`config.mk`:
```
export PLATFORM = sky130hd
export DESIGN_NAME = cfg_unlock_ctrl
export DESIGN_NICKNAME = d
export VERILOG_FILES = /design/src/rtl/cfg_unlock_pkg.sv /design/src/rtl/unlock_idle_timer.sv /design/src/rtl/cfg_unlock_ctrl.sv
export SDC_FILE = /design/constraint.sdc
export NUM_CORES = 1
export LEC_CHECK = 0
export ABC_AREA = 1
export ABC_CLOCK_PERIOD_IN_PS = 1100
export BUFFER_PORTS_ARGS = -buffer_cell sky130_fd_sc_hd__buf_2
export CAP_MARGIN = 40
export CELL_PAD_IN_SITES_DETAIL_PLACEMENT = 0
export CELL_PAD_IN_SITES_GLOBAL_PLACEMENT = 1
export CORE_UTILIZATION = 30
export DETAILED_ROUTE_END_ITERATION = 16
export PLACE_DENSITY = 0.74
export REMOVE_ABC_BUFFERS = 1
export SETUP_SLACK_MARGIN = 0.3
export SYNTH_ARGS = -nofsm -noshare
export SYNTH_HDL_FRONTEND = slang
export SYNTH_HIERARCHICAL = 1
export SYNTH_SLANG_ARGS = --single-unit
```
`constraint.sdc`:
```
create_clock -name clk -period 1.1 [get_ports clk]
set_input_delay 0.165 -clock clk [delete_from_list [all_inputs] [get_ports clk]]
set_output_delay 0.165 -clock clk [all_outputs]
set_load 0.01 [all_outputs]
```
`src/rtl/cfg_unlock_pkg.sv`:
```
// cfg_unlock_pkg: shared opcode/state encodings and cfg bit positions
// for the cfg_unlock_ctrl front end.
package cfg_unlock_pkg;

   localparam int unsigned OP_W   = 2;
   localparam int unsigned DATA_W = 8;
   localparam int unsigned CFG_W  = 3;

   // Bit positions inside the {lock, we, re} cfg word
   localparam int unsigned CFG_RE   = 0;
   localparam int unsigned CFG_WE   = 1;
   localparam int unsigned CFG_LOCK = 2;

   typedef enum logic [OP_W-1:0] {
      OP_UNLOCK = 2'd0,
      OP_CFG    = 2'd1,
      OP_DATA   = 2'd2,
      OP_LOCK   = 2'd3
   } op_e;

   typedef enum logic [1:0] {
      ST_LOCKED      = 2'd0,
      ST_KEY_COLLECT = 2'd1,
      ST_UNLOCKED    = 2'd2,
      ST_LOCKOUT     = 2'd3
   } state_e;

endpackage

```
`src/rtl/unlock_idle_timer.sv`:
```
// unlock_idle_timer: idle counter that saturates at TIMEOUT-1 and flags expiry.
// Used by cfg_unlock_ctrl only when CFG_UNLOCK_TIMEOUT_EN is defined.
module unlock_idle_timer #(
   parameter int unsigned TIMEOUT = 16
) (
   input  logic clk,
   input  logic rst,
   input  logic reload,
   output logic expire
);

   localparam int unsigned CNT_W = (TIMEOUT > 2) ? $clog2(TIMEOUT) : 1;

   logic [CNT_W-1:0] cnt;

   // Count idle cycles, holding at the terminal value until reloaded
   always_ff @(posedge clk) begin
      if (rst) begin
         cnt <= '0;
      end else if (reload) begin
         cnt <= '0;
      end else if (cnt != CNT_W'(TIMEOUT - 1)) begin
         cnt <= cnt + CNT_W'(1);
      end
   end

   assign expire = (cnt == CNT_W'(TIMEOUT - 1));

endmodule

```
`src/rtl/cfg_unlock_ctrl.sv`:
```
// cfg_unlock_ctrl: key-gated request front end driving the {lock,we,re} cfg
// word and write data of the secure register path.
// Optional macro CFG_UNLOCK_TIMEOUT_EN: auto-relock after TIMEOUT idle cycles.
module cfg_unlock_ctrl
   import cfg_unlock_pkg::*;
#(
   parameter int unsigned           KEY_BYTES = 2,
   parameter logic [KEY_BYTES*8-1:0] KEY      = 16'hA55A,
   parameter int unsigned           MAX_FAIL  = 3,
   parameter int unsigned           TIMEOUT   = 16
) (
   input  logic                            clk,
   input  logic                            rst,
   input  logic                            req_valid,
   output logic                            req_ready,
   input  logic [OP_W-1:0]                 req_op,
   input  logic [DATA_W-1:0]               req_data,
   output logic                            resp_valid,
   output logic                            resp_err,
   output logic [CFG_W-1:0]                cfg,
   output logic [DATA_W-1:0]               wd,
   output logic                            unlocked,
   output logic                            lockout,
   output logic [$clog2(MAX_FAIL+1)-1:0]   fail_cnt
);

   localparam int unsigned FAIL_W = $clog2(MAX_FAIL + 1);
   localparam int unsigned IDX_W  = (KEY_BYTES > 1) ? $clog2(KEY_BYTES) : 1;
   localparam int unsigned KEY_W  = KEY_BYTES * 8;

   if (KEY_BYTES < 1 || MAX_FAIL < 1 || TIMEOUT < 2) begin : g_param_chk
      $error("cfg_unlock_ctrl: illegal parameter value");
   end

   state_e              state, state_nx;
   logic [IDX_W-1:0]    idx, idx_nx;
   logic                mis, mis_nx;
   logic [CFG_W-1:0]    cfg_nx;
   logic [DATA_W-1:0]   wd_nx;
   logic [FAIL_W-1:0]   fail_nx, fail_inc;
   logic                resp_valid_nx, resp_err_nx;
   logic                fail_ev, key_bad, last_byte, xfer;
   logic [KEY_W-1:0]    key_shift;
   logic [DATA_W-1:0]   key_byte;
   op_e                 op;

   assign req_ready = !resp_valid;
   assign xfer      = req_valid && req_ready;
   assign op        = op_e'(req_op);

   // Expected key byte for the current index, MSB byte first
   assign key_shift = KEY >> (8 * (KEY_BYTES - 1 - 32'(idx)));
   assign key_byte  = key_shift[DATA_W-1:0];
   assign last_byte = (idx == IDX_W'(KEY_BYTES - 1));
   assign key_bad   = mis || (req_data != key_byte);
   assign fail_inc  = (fail_cnt == FAIL_W'(MAX_FAIL)) ? fail_cnt : fail_cnt + FAIL_W'(1);

`ifdef CFG_UNLOCK_TIMEOUT_EN
   logic timer_expire;

   unlock_idle_timer #(
      .TIMEOUT (TIMEOUT)
   ) u_idle_timer (
      .clk    (clk),
      .rst    (rst),
      .reload (xfer || (state != ST_UNLOCKED)),
      .expire (timer_expire)
   );
`endif

   // Next-state and registered-output decode
   always_comb begin
      state_nx      = state;
      idx_nx        = idx;
      mis_nx        = mis;
      cfg_nx        = cfg;
      wd_nx         = wd;
      fail_nx       = fail_cnt;
      resp_valid_nx = 1'b0;
      resp_err_nx   = 1'b0;
      fail_ev       = 1'b0;

      if (xfer) begin
         resp_valid_nx = 1'b1;
         case (state)
            ST_LOCKED, ST_KEY_COLLECT: begin
               if (op == OP_UNLOCK) begin
                  if (last_byte) begin
                     idx_nx = '0;
                     mis_nx = 1'b0;
                     if (key_bad) begin
                        fail_ev = 1'b1;
                     end else begin
                        state_nx = ST_UNLOCKED;
                        fail_nx  = '0;
                     end
                  end else begin
                     state_nx = ST_KEY_COLLECT;
                     idx_nx   = idx + IDX_W'(1);
                     mis_nx   = key_bad;
                  end
               end else if (state == ST_KEY_COLLECT) begin
                  fail_ev = 1'b1;
               end else begin
                  resp_err_nx = 1'b1;
               end
            end
            ST_UNLOCKED: begin
               case (op)
                  OP_CFG:  cfg_nx = {req_data[CFG_LOCK], req_data[CFG_WE], req_data[CFG_RE]};
                  OP_DATA: wd_nx = req_data;
                  OP_LOCK: state_nx = ST_LOCKED;
                  default: resp_err_nx = 1'b1;
               endcase
            end
            default: resp_err_nx = 1'b1;
         endcase
      end
`ifdef CFG_UNLOCK_TIMEOUT_EN
      else if ((state == ST_UNLOCKED) && timer_expire) begin
         state_nx = ST_LOCKED;
      end
`endif

      // Failed attempt or aborted sequence
      if (fail_ev) begin
         resp_err_nx = 1'b1;
         fail_nx     = fail_inc;
         idx_nx      = '0;
         mis_nx      = 1'b0;
         state_nx    = (fail_inc == FAIL_W'(MAX_FAIL)) ? ST_LOCKOUT : ST_LOCKED;
      end
   end

   // State and output registers
   always_ff @(posedge clk) begin
      if (rst) begin
         state      <= ST_LOCKED;
         idx        <= '0;
         mis        <= 1'b0;
         cfg        <= '0;
         wd         <= '0;
         fail_cnt   <= '0;
         resp_valid <= 1'b0;
         resp_err   <= 1'b0;
         unlocked   <= 1'b0;
         lockout    <= 1'b0;
      end else begin
         state      <= state_nx;
         idx        <= idx_nx;
         mis        <= mis_nx;
         cfg        <= cfg_nx;
         wd         <= wd_nx;
         fail_cnt   <= fail_nx;
         resp_valid <= resp_valid_nx;
         resp_err   <= resp_err_nx;
         unlocked   <= (state_nx == ST_UNLOCKED);
         lockout    <= (state_nx == ST_LOCKOUT);
      end
   end

endmodule

```
==> run metrics <==
Hold Crit Depth 2; IO Pins 31; combinational power share 17.1%; Worst VDD drop 0.443 mV; synth-to-layout area growth 71.4%; most common cell after layout, fill and taps aside buf_4; hpwl dp 1.67 mm; initial antenna violation count 0; Req. time, crit path 1.36 ns; Core ar. 2850 um2; hold path start rst; global-route wire length before repair 4.05 mm; Syn Std Cell Area 936 um2; pin count of the biggest net entering global routing 14; FF+latch count, synth 21; Fin. Hold Viols 0; CTS clk-pin slew, worst paths 0.11 ns; Synth Instances 126; Hold Path End fail_cnt[1]; cts-stage hold buffer count 0; via count 1029; Post-synth EDFFs 0; slew margin rel. 75.1%; DR pass1 iterations 10; Worst-Margin Slew 0.373 ns; Switching Fraction 27.3%; vias per cell 4.74; crit path launch type flop; post-synth cell types 20; initial DRC count 33; total CTS buffers 3; post-synthesis sequential area ratio 44.9%; Site Rows 19; RR Startpoint resp_valid; ANT cells 0; worst-path fanout max 5; die area 3350 um2; clk_skew 0.0156 ns; DP Worst Slack -0.234 ns; CTS max path bufs 2; critical path startpoint resp_valid; PnR worst setup slack -0.274 ns; grt ovf 0; Worst path slowest cell dfxtp_2; setup slack, reg-to-reg -0.27 ns; Internal 1030 uW; Main synth FF type dfxtp_1; clk_lat worst skew 0.32 ns; vias in the first global route 957; DRC Markers 2; Synth Warn # 6; Placed Area 1240 um2; Routed Antenna Nets 0; CTS tree built; Fillers 271; Die H 57.9 um; max cap viols 0; WL final 2.57 mm; ys async rst share 0%; design area 1600 um2; met1 usage 19.8%; layout cells sized above 1 63.4%; Period Utilization, post-route 125%; Setup CP Type flop to flop; Seq pwr share 55.4%; final max-slew violation count 0; Worst R2R Path Depth 8; fmax 728 MHz; most used routing layer met2; CP cell instances inv_2, nand2_4, buf_4, nor2_2, nand3_1, nand2_2, nand2_1, inv_1; wire length per cell 11.8 um; crit path time final 1.37 ns; CTS Sinks 21; Leak 0.000745 uW; slowest stage delay, CP 0.34 ns; Worst R2R End lockout; Initial Util 32.8%; clk root buf clkbuf_4; Clk pwr share 27.5%; met3 Track Usage GR 2.23%; commonest cells after routing, fill and taps aside buf_4, buf_6, dfxtp_2, buf_2, inv_1; number of nets in the layout 200; input/output buffers 30; die width 57.9 um; GPL Wtd Cong 0.747; Power Dens Cells 881 nW/um2; failing checks DRC, setup timing; CTS H-tree depth 1; status finished, violations left; P_sw 386 uW; arrival time at the worst endpoint 1.63 ns; Worst Setup End Kind flop; total track usage 16.0%; met2 Use GR 26.6%; RSZ-0062 raised after global routing true; mean post-synth cell area 7.43 um2; Setup Viol. Count Final 20; Hold Crit Class input pin to flop
-- power by group through the flow --
stage	clock network [uW]	registers [uW]	logic, uW
4_1_cts	406	783	208
3_3_place_gp	0	797	183
3_5_place_dp	0	799	184
5_1_grt	443	785	263
6_report	388	784	242
2_1_floorplan	0	802	80.8
-- synth_stat cells, types with 2 or more instances --
master	count	area, um2
nand4_1	3	18.8
o21ai_1	3	15.0
nand2_1	14	52.6
o21ai_0	12	60.1
dfxtp_1	21	420
nand2_2	5	31.3
inv_1	16	60.1
nor2_1	17	63.8
nand3_2	3	30.0
inv_2	3	11.3
a21oi_1	12	60.1
nand3_1	8	40.0
o211ai_1	2	15.0
-- state kept, by name, summed over array words and instances (netlist names) --
name / count
wd: 8
cfg: 3
fail_cnt: 2
state: 2
idx: 1
lockout: 1
mis: 1
resp_err: 1
resp_valid: 1
unlocked: 1
-- cell families (layout without fill, tap and decap cells) --
| group | after synthesis | after routing | share of synthesized area [%] |
|---|---|---|---|
| buffers and inverters | 21 | 81 | 8.82 |
| and+or+nand+nor | 55 | 55 | 30.2 |
| DFF | 21 | 21 | 44.9 |
| AOI/OAI and AO/OA | 29 | 29 | 16.0 |
-- worst max-delay path: cells and delay by family (launching register included) --
family	cells	cell delay, ns
and+or+nand+nor	5	0.73
buffers and inverters	3	0.26
DFF	1	0.34
-- how the worst max path moves through the flow --
stage                    to  slack [ns]
floorplan             wd[0]       -0.34
global placement    lockout       -0.19
detailed placement  lockout       -0.23
CTS                 lockout       -0.26
global route        lockout       -0.36
finish              lockout       -0.27
-- stage by stage --
step           std cells  power (uW)  util [%]  setup TNS [ns]  hold slack (ns)
6_report             217        1410      56.2           -3.35           0.0810
5_1_grt              217        1490      56.2           -5.10           0.0722
4_1_cts              213        1400      52.3           -2.69           0.0634
3_5_place_dp         202         983      43.5           -2.51            0.405
3_3_place_gp         202         981      43.5           -1.84            0.410
2_1_floorplan        124         883         -           -3.08            0.234
-- layer usage --
| metal | up-vias | routed length [um] |
|---|---|---|
| met5 | - | 0 |
| met4 | 0 | 83 |
| met3 | 9 | 72 |
| met2 | 22 | 1290 |
| met1 | 464 | 1120 |
| li1 | 534 | - |
-- final cells by class --
type / instances / area [um2] / share of cell area, %
multi-input cells: 84 / 556 / 34.6
repair buffers: 58 / 463 / 28.9
flip-flops and latches: 21 / 440 / 27.5
inverters: 19 / 76.3 / 4.76
well taps: 31 / 38.8 / 2.42
clock buffers: 3 / 22.5 / 1.40
clock inverters: 1 / 7.51 / 0.468
-- timing repair --
action / CTS / global route
setup buffers: 6 / 4
gates resized for setup: 57 / 22
cloned: 1 / 0
endpoints found under the setup margin: 38 / 39
pin swaps: 8 / 11
Note: power is estimated with default switching activity, not from simulation.
